`src/rtl/led_pattern_seq.sv`:
```
// Test-pattern source for the LED driver: solid, split, chase and fade frames
// with a start/done handshake. Define LED_DIM_EN to add the 2-bit dim input.
module led_pattern_seq #(
  parameter int unsigned LEDS            = 50,
  parameter int unsigned FRAMES_PER_STEP = 2000,
  parameter int unsigned SEGMENTS        = 2
) (
  input  logic                 clk,
  input  logic                 rst,
  input  logic [1:0]           mode,
  input  logic                 done,
`ifdef LED_DIM_EN
  input  logic [1:0]           dim,
`endif
  output logic [24*LEDS-1:0]   led_rgb,
  output logic                 start,
  output logic [2:0]           step_idx
);

  localparam int unsigned FcW = $clog2(FRAMES_PER_STEP + 1);
  localparam int unsigned CpW = $clog2(LEDS + 1);

  typedef enum logic [1:0] {StInit, StStart, StWait, StUpdate} state_e;

  state_e         state_q;
  logic [1:0]     mode_q;
  logic           done_q;
  logic [FcW-1:0] frame_cnt;
  logic [CpW-1:0] chase_pos;
  logic [7:0]     fade_lvl;

  logic [1:0]     mode_d;
  logic [FcW-1:0] frame_d;
  logic [CpW-1:0] chase_d;
  logic [7:0]     fade_d;
  logic [2:0]     step_d;
  logic [1:0]     dim_w;
  logic [24*LEDS-1:0] rgb_d;

`ifdef LED_DIM_EN
  assign dim_w = dim;
`else
  assign dim_w = 2'd0;
`endif

  // Palette index bits map straight onto the R, G and B channels.
  function automatic logic [23:0] pal(input logic [2:0] s);
    return {{8{s[2]}}, {8{s[1]}}, {8{s[0]}}};
  endfunction

  function automatic logic [7:0] scale(input logic [7:0] c, input logic [7:0] lvl);
    logic [15:0] prod;
    prod = 16'(c) * (16'(lvl) + 16'd1);
    return prod[15:8];
  endfunction

  function automatic logic [23:0] fade_px(input logic [23:0] c, input logic [7:0] lvl);
    return {scale(c[23:16], lvl), scale(c[15:8], lvl), scale(c[7:0], lvl)};
  endfunction

  function automatic logic [23:0] dim_px(input logic [23:0] c, input logic [1:0] d);
    return {c[23:16] >> d, c[15:8] >> d, c[7:0] >> d};
  endfunction

  // Bookkeeping as it would be applied by UPDATE; INIT only latches the mode.
  always_comb begin
    mode_d  = mode_q;
    frame_d = frame_cnt;
    step_d  = step_idx;
    chase_d = chase_pos;
    fade_d  = fade_lvl;
    if (state_q == StInit) begin
      mode_d = mode;
    end else if (mode != mode_q) begin
      mode_d  = mode;
      frame_d = '0;
      step_d  = '0;
      chase_d = '0;
      fade_d  = '0;
    end else if (frame_cnt == FcW'(FRAMES_PER_STEP - 1)) begin
      frame_d = '0;
      step_d  = step_idx + 3'd1;
      chase_d = (chase_pos == CpW'(LEDS - 1)) ? '0 : chase_pos + CpW'(1);
      fade_d  = '0;
    end else begin
      frame_d = frame_cnt + FcW'(1);
      fade_d  = (fade_lvl == 8'hff) ? 8'hff : fade_lvl + 8'd1;
    end
  end

  always_comb begin
    rgb_d = '0;
    for (int unsigned i = 0; i < LEDS; i++) begin
      int unsigned k;
      logic [23:0] px;
      k  = (i * SEGMENTS) / LEDS;
      px = '0;
      unique case (mode_d)
        2'd0:    px = pal(step_d);
        2'd1:    px = pal(step_d + 3'(k));
        2'd2:    px = (chase_d == CpW'(i)) ? 24'hffffff : 24'h000000;
        default: px = fade_px(pal(step_d), fade_d);
      endcase
      rgb_d[24*(LEDS-i)-1 -: 24] = dim_px(px, dim_w);
    end
  end

  always_ff @(posedge clk or posedge rst) begin
    if (rst) begin
      state_q   <= StInit;
      led_rgb   <= '0;
      start     <= 1'b0;
      step_idx  <= '0;
      frame_cnt <= '0;
      chase_pos <= '0;
      fade_lvl  <= '0;
      done_q    <= 1'b0;
      mode_q    <= '0;
    end else begin
      start <= 1'b0;
      unique case (state_q)
        StInit: begin
          mode_q  <= mode_d;
          led_rgb <= rgb_d;
          state_q <= StStart;
        end
        StStart: begin
          start   <= 1'b1;
          state_q <= StWait;
        end
        StWait: begin
          done_q <= done;
          if (done && !done_q) state_q <= StUpdate;
        end
        StUpdate: begin
          mode_q    <= mode_d;
          frame_cnt <= frame_d;
          step_idx  <= step_d;
          chase_pos <= chase_d;
          fade_lvl  <= fade_d;
          led_rgb   <= rgb_d;
          state_q   <= StStart;
        end
        default: state_q <= StInit;
      endcase
    end
  end

endmodule

```
`config.mk`:
```
export PLATFORM = sky130hd
export DESIGN_NAME = led_pattern_seq
export DESIGN_NICKNAME = d
export VERILOG_FILES = /design/src/rtl/led_pattern_seq.sv
export SDC_FILE = /design/constraint.sdc
export NUM_CORES = 2
export LEC_CHECK = 0
export CAP_MARGIN = 20
export CORE_AREA = 2 2 467 469
export DETAILED_ROUTE_END_ITERATION = 10
export DIE_AREA = 0 0 469 471
export MAX_ROUTING_LAYER = met4
export PLACE_DENSITY = 0.47
export SLEW_MARGIN = 40
export SYNTH_ARGS = -nofsm -noshare
export SYNTH_HDL_FRONTEND = slang
export SYNTH_SLANG_ARGS = --single-unit
```
`constraint.sdc`:
```
create_clock -name clk -period 91.2 [get_ports clk]
set_clock_uncertainty 0.2 [all_clocks]
set_input_delay 27.36 -clock clk [delete_from_list [all_inputs] [get_ports clk]]
set_output_delay 27.36 -clock clk [all_outputs]
set_load 0.03 [all_outputs]
```
**Word-level counts from Yosys, hierarchy flattened**

Index checks and enable logic that the tools add are counted.

- Bits of input ports: 5
- Word-level logic and storage cells: 204
- Output and inout port bits: 1204
- Bits in registers: 1234

- Add/sub/neg operators: 6
- Bitwise operators: 1
- Equality and inequality tests: 59
- Reduce and logical (&&, ||, !) cells: 8
- Multipliers: 3
- Multiplexer cells: 118

Operator list:

| cell | count |
|---|---|
| 24-bit one-hot mux with 3 select lines | 25 |
| 24-bit two-way mux | 50 |
| 24-bit one-hot mux with 2 select lines | 25 |
| 6-bit equality test, second input constant | 19 |
| 6-bit by 5-bit equality test with 1-bit output, second input constant | 16 |
| 6-bit by 4-bit equality test with 1-bit output, second input constant | 8 |
| 8-bit by 16-bit multiplier with 16-bit output | 3 |
| 8-bit two-way mux | 4 |
| 6-bit by 3-bit equality test with 1-bit output, second input constant | 4 |
| 6-bit two-way mux | 4 |
| 11-bit two-way mux | 2 |
| 6-bit by 2-bit equality test with 1-bit output, second input constant | 2 |
| 11-bit by 1-bit adder with 11-bit output, second input constant | 1 |
| 11-bit equality test, second input constant | 1 |
| 8-bit by 1-bit adder with 9-bit output, second input constant | 1 |
| 3-bit two-way mux | 3 |
| 8-bit by 1-bit adder with 8-bit output, second input constant | 1 |
| 8-bit equality test, second input constant | 1 |
| 3-bit by 1-bit adder with 3-bit output, second input constant | 2 |
| 6-bit by 1-bit adder with 6-bit output, second input constant | 1 |
| 2-bit equality test, second input constant | 3 |
| 6-bit by 1-bit equality test with 1-bit output, second input constant | 1 |
| 6-bit logical NOT | 1 |
| 2-bit two-way mux | 3 |
| 11 further kinds | 14 |

**Depth between registers and ports, before layout**

- Word-level depth: 8
- Mapped depth: 32

**Least setup slack after synthesis**

No wires, ideal clock.

- Path type: input port to flip-flop
- Start point: input mode[1]
- End point: register led_rgb[111]
- Stages: 32
- Path buffers: 3
- Data arrival time: 34.096 ns
- Setup slack: 56.819 ns
- Cells stage by stage: clkbuf_1 > xnor2_1 > nand2_1 > nor2_1 > and3_1 > a21oi_1 > inv_1 > ha_1 > inv_1 > a211oi_2 > nand3_2 > xnor2_2 > xnor2_1 > nor2_1 > ha_1 > inv_1 > fa_1 > inv_1 > fa_1 > inv_1 > fa_1 > inv_1 > ha_1 > a21oi_1 > o211ai_1 > a21oi_1 > o21ai_0 > or4_1 > and3_1 > clkbuf_1 > clkbuf_1 > a32oi_1

- Longest elaborated chain between the ends: 6
- Elaborated cells between the ends (all ways): 18

RTL lines:

| element | RTL line | text |
|---|---|---|
| start: declaration | 10 | `input logic [1:0] mode,` |
| 2-bit != test | 74 | `end else if (mode != mode_q) begin` |
| 8-bit two-way mux | 74 |  |
| 8-bit two-way mux | 72 | `if (state_q == StInit) begin` |
| named net fade_d[0] | 35 | `logic [7:0] fade_d;` |
| 8-bit by 1-bit adder with 9-bit output | 53 | `prod = 16'(c) * (16'(lvl) + 16'd1);` |
| 8-bit by 16-bit multiplier with 16-bit output | 53 |  |
| 24-bit one-hot mux with 3 select lines | 98 | `unique case (mode_d)` |
| end signal: assignment | 124 | `led_rgb <= rgb_d;` |
| end signal: assignment | 141 | `led_rgb <= rgb_d;` |
| end: declaration | 15 | `output logic [24*LEDS-1:0] led_rgb,` |

The timed path passes the listed nets, and every way through them passes these cells.
A chain may end at the register's enable or synchronous reset.

**Worst setup path in the final report**

- Start point: input mode[1]
- End point: register led_rgb[781]

- Longest elaborated chain between the ends: 6
- Elaborated cells between the ends (all ways): 18

RTL lines:

| element | RTL line |
|---|---|
| 2-bit != test | 74 |
| 8-bit two-way mux | 74 |
| 8-bit two-way mux | 72 |
| named net fade_d[0] | 35 |
| 8-bit by 1-bit adder with 9-bit output | 53 |
| 8-bit by 16-bit multiplier with 16-bit output | 53 |
| 24-bit one-hot mux with 2 select lines | 98 |

The timed path passes the listed nets, and every way through them passes these cells.

==> results_dict.tcl <==
set metrics [dict create \
    cp_common_cell "inv_1" \
    cts_sinks 1234 \
    num_rows 171 \
    synth_top_family_by_area "compound AO/OA/AOI/OAI gates" \
    final_cell_mix "dfrtp_1 (1,234), clkdlybuf4s50_1 (1,208), a2bb2oi_1 (1,122)" \
    drive_gt1_share_pct 10.5 \
    synth_adder_area_share_pct 5.72 \
    die_x_um 469 \
    worst_skew_pair.late_latency_ns 0.80 \
    fmax_ghz 0.0281 \
    core_area_um2 216000 \
    final_nets 5344 \
    slew_headroom_pct 40.1 \
    vias 40100 \
    crit_slowest_cell "buf_4" \
    die_y_um 471 \
    synth_xor_area_share_pct 1.42 \
    async_flop_share_pct 100 \
    synth.distinct_cells 90 \
    cp_max_fo 30 \
    io_buffers 1208 \
    synth_seq_cells 1234 \
    grt_max_degree 183 \
    maxCapViolCount 0 \
    vias_per_cell 4.94 \
    holdWs_ns 0.279 \
    startpoint "mode[1]" \
    synth_cells 3988 \
    dpl_cell_area_um2 67500 \
    nFillCells 21600 \
    grt_pass1_wl_um 352000 \
    seq_area_frac_synth_pct 60.3 \
    final_common_cell "dfrtp_1" \
    synth_warnings 0 \
    critPathLaunchType "input pin" \
    status "finished, final reports clean" \
    crit_required_ns 91.65 \
    tightest_slew_ns 0.895 \
    drv_slew 0 \
    remaining_drc_errors 0 \
    drt-pass1-iter-count 5 \
    cts_tree "done" \
    finalSetupViolations 0 \
    grt_antenna_before_repair 10 \
    path_delay_family "adder cells" \
    layout_min_cycle_time_ns 35.63 \
    min-delay-start "led_rgb[575]$_DFFE_PP0P_" \
    initial_utilization_pct 23.7 \
    cp.arrival_ns 36.08 \
    critical_path.max_stage_delay_ns 0.54 \
    numCtsBuffers 147 \
    stdcell_area_um2 72600 \
    synthToLayoutAreaGrowth_pct 41.9 \
    grt_usage_pct 23.2 \
    htreeDepth 4 \
    synth.avg_cell_area_um2 12.8 \
    drt_iter0_markers 3002 \
    grt_pass1_vias 41700 \
    crit_type "input pin to flop" \
    hp-class "flop to flop" \
    cts-root-buf "clkbuf_16" \
    critPathCaptureType "flop" \
    final.setup.tns_ns 0 \
    overflow 0 \
    routed_wl_um 256000 \
    die-area_um2 221000 \
    hold_viol_final 0 \
    cts_setup_buffers 0 \
    synth_edf_count 0 \
    cts_resized 0 \
    reg2reg_from "frame_cnt[0]$_DFFE_PP0P_" \
    synth_compound_area_share_pct 22.8 \
    synth-simple-area-share_pct 5.27 \
    ant_nets 0 \
    hold_buffers 0 \
    worst-path-buf-inv 10 \
    cts.clk_slew.worst_paths_ns 0.06 \
    rsz0062_at_grt "false" \
    synth_area_um2 51200 \
    synth_nets 4187 \
    wl_per_cell_um 31.5 \
    cts_buffer_depth 3 \
    ys.flop_type "dfrtp_1" \
    dp_hpwl_um 177000 \
    place_congestion 0.855 \
    io_pins 1209 \
    fin_crit_sh_pct 39.1 \
    synth_mux_area_share_pct 0.313 \
]
==> cells by family after synthesis <==
logic type | after synthesis
AND/OR/NAND/NOR | 519
adder cells (fa/ha/maj) | 198
flip-flops | 1234
XOR/XNOR | 73
buffers and inverters | 545
AO/OA/AOI/OAI | 1404
multiplexers | 15
==> synthesized netlist by cell type (all sizes together) (49+ instances only) <==
library cell / number / area, um^2
nor3: 60 / 449
inv: 219 / 822
a2bb2oi: 1122 / 9830
a21oi: 95 / 487
clkbuf: 276 / 1040
fa: 61 / 1220
buf: 49 / 243
ha: 133 / 1660
nor2: 227 / 910
dfrtp: 1234 / 30900
nand2: 79 / 307
==> state kept, by name (all words and copies together) (netlist names) <==
| name | cells |
|---|---|
| led_rgb | 1200 |
| chase_pos | 6 |
| start | 1 |
| step_idx | 3 |
| fade_lvl | 8 |
| done_q | 1 |
| state_q | 2 |
| mode_q | 2 |
| frame_cnt | 11 |
==> through the flow <==
stage	setup WS [ns]	utilization, %	std cells
finish	55.57	33.6	8120
CTS	55.54	33.5	8113
global placement	54.24	30.9	7832
floorplan	28.87	-	3988
detailed placement	54.71	31.2	7847
global route	54.92	33.6	8117
==> area by class of cell <==
type                    instances  area, um^2  area share (%)
flip-flops and latches       1234       30900            42.5
multi-input cells            2209       18800            26.0
repair buffers               1333       13400            18.5
clock buffers                 221        4380            6.03
well taps                    2854        3570            4.92
inverters                     220         846            1.17
clock inverters                45         632           0.870
diodes                          4        10.0          0.0138
==> worst paths after layout <==
kind | end | slack (ns) | cells past startpoint
max | led_rgb[781]$_DFFE_PP0P_ | 55.57 | 33
min | led_rgb[575]$_DFFE_PP0P_ | 0.28 | 1
max reg2reg | led_rgb[126]$_DFFE_PP0P_ | 82.29 | 25
min reg2reg | led_rgb[575]$_DFFE_PP0P_ | 0.28 | 1
max in group asynchronous | led_rgb[1145]$_DFFE_PP0P_ | 61.58 | 5
min in group asynchronous | led_rgb[9]$_DFFE_PP0P_ | 26.90 | 2
==> per-layer routing <==
| layer | share of wire, % | track usage [%] | routed length [um] |
|---|---|---|---|
| met1 | 42 | 29.1 | 108000 |
| met2 | 47 | 36.6 | 121000 |
| met3 | 7.1 | 6.09 | 18100 |
| met4 | 3.3 | 7.17 | 8460 |
| met5 | 0 | - | 0 |
Power is left out: the tool's default activity adds up to more than one toggle a clock period on the data nets, which glitch-free logic cannot reach.
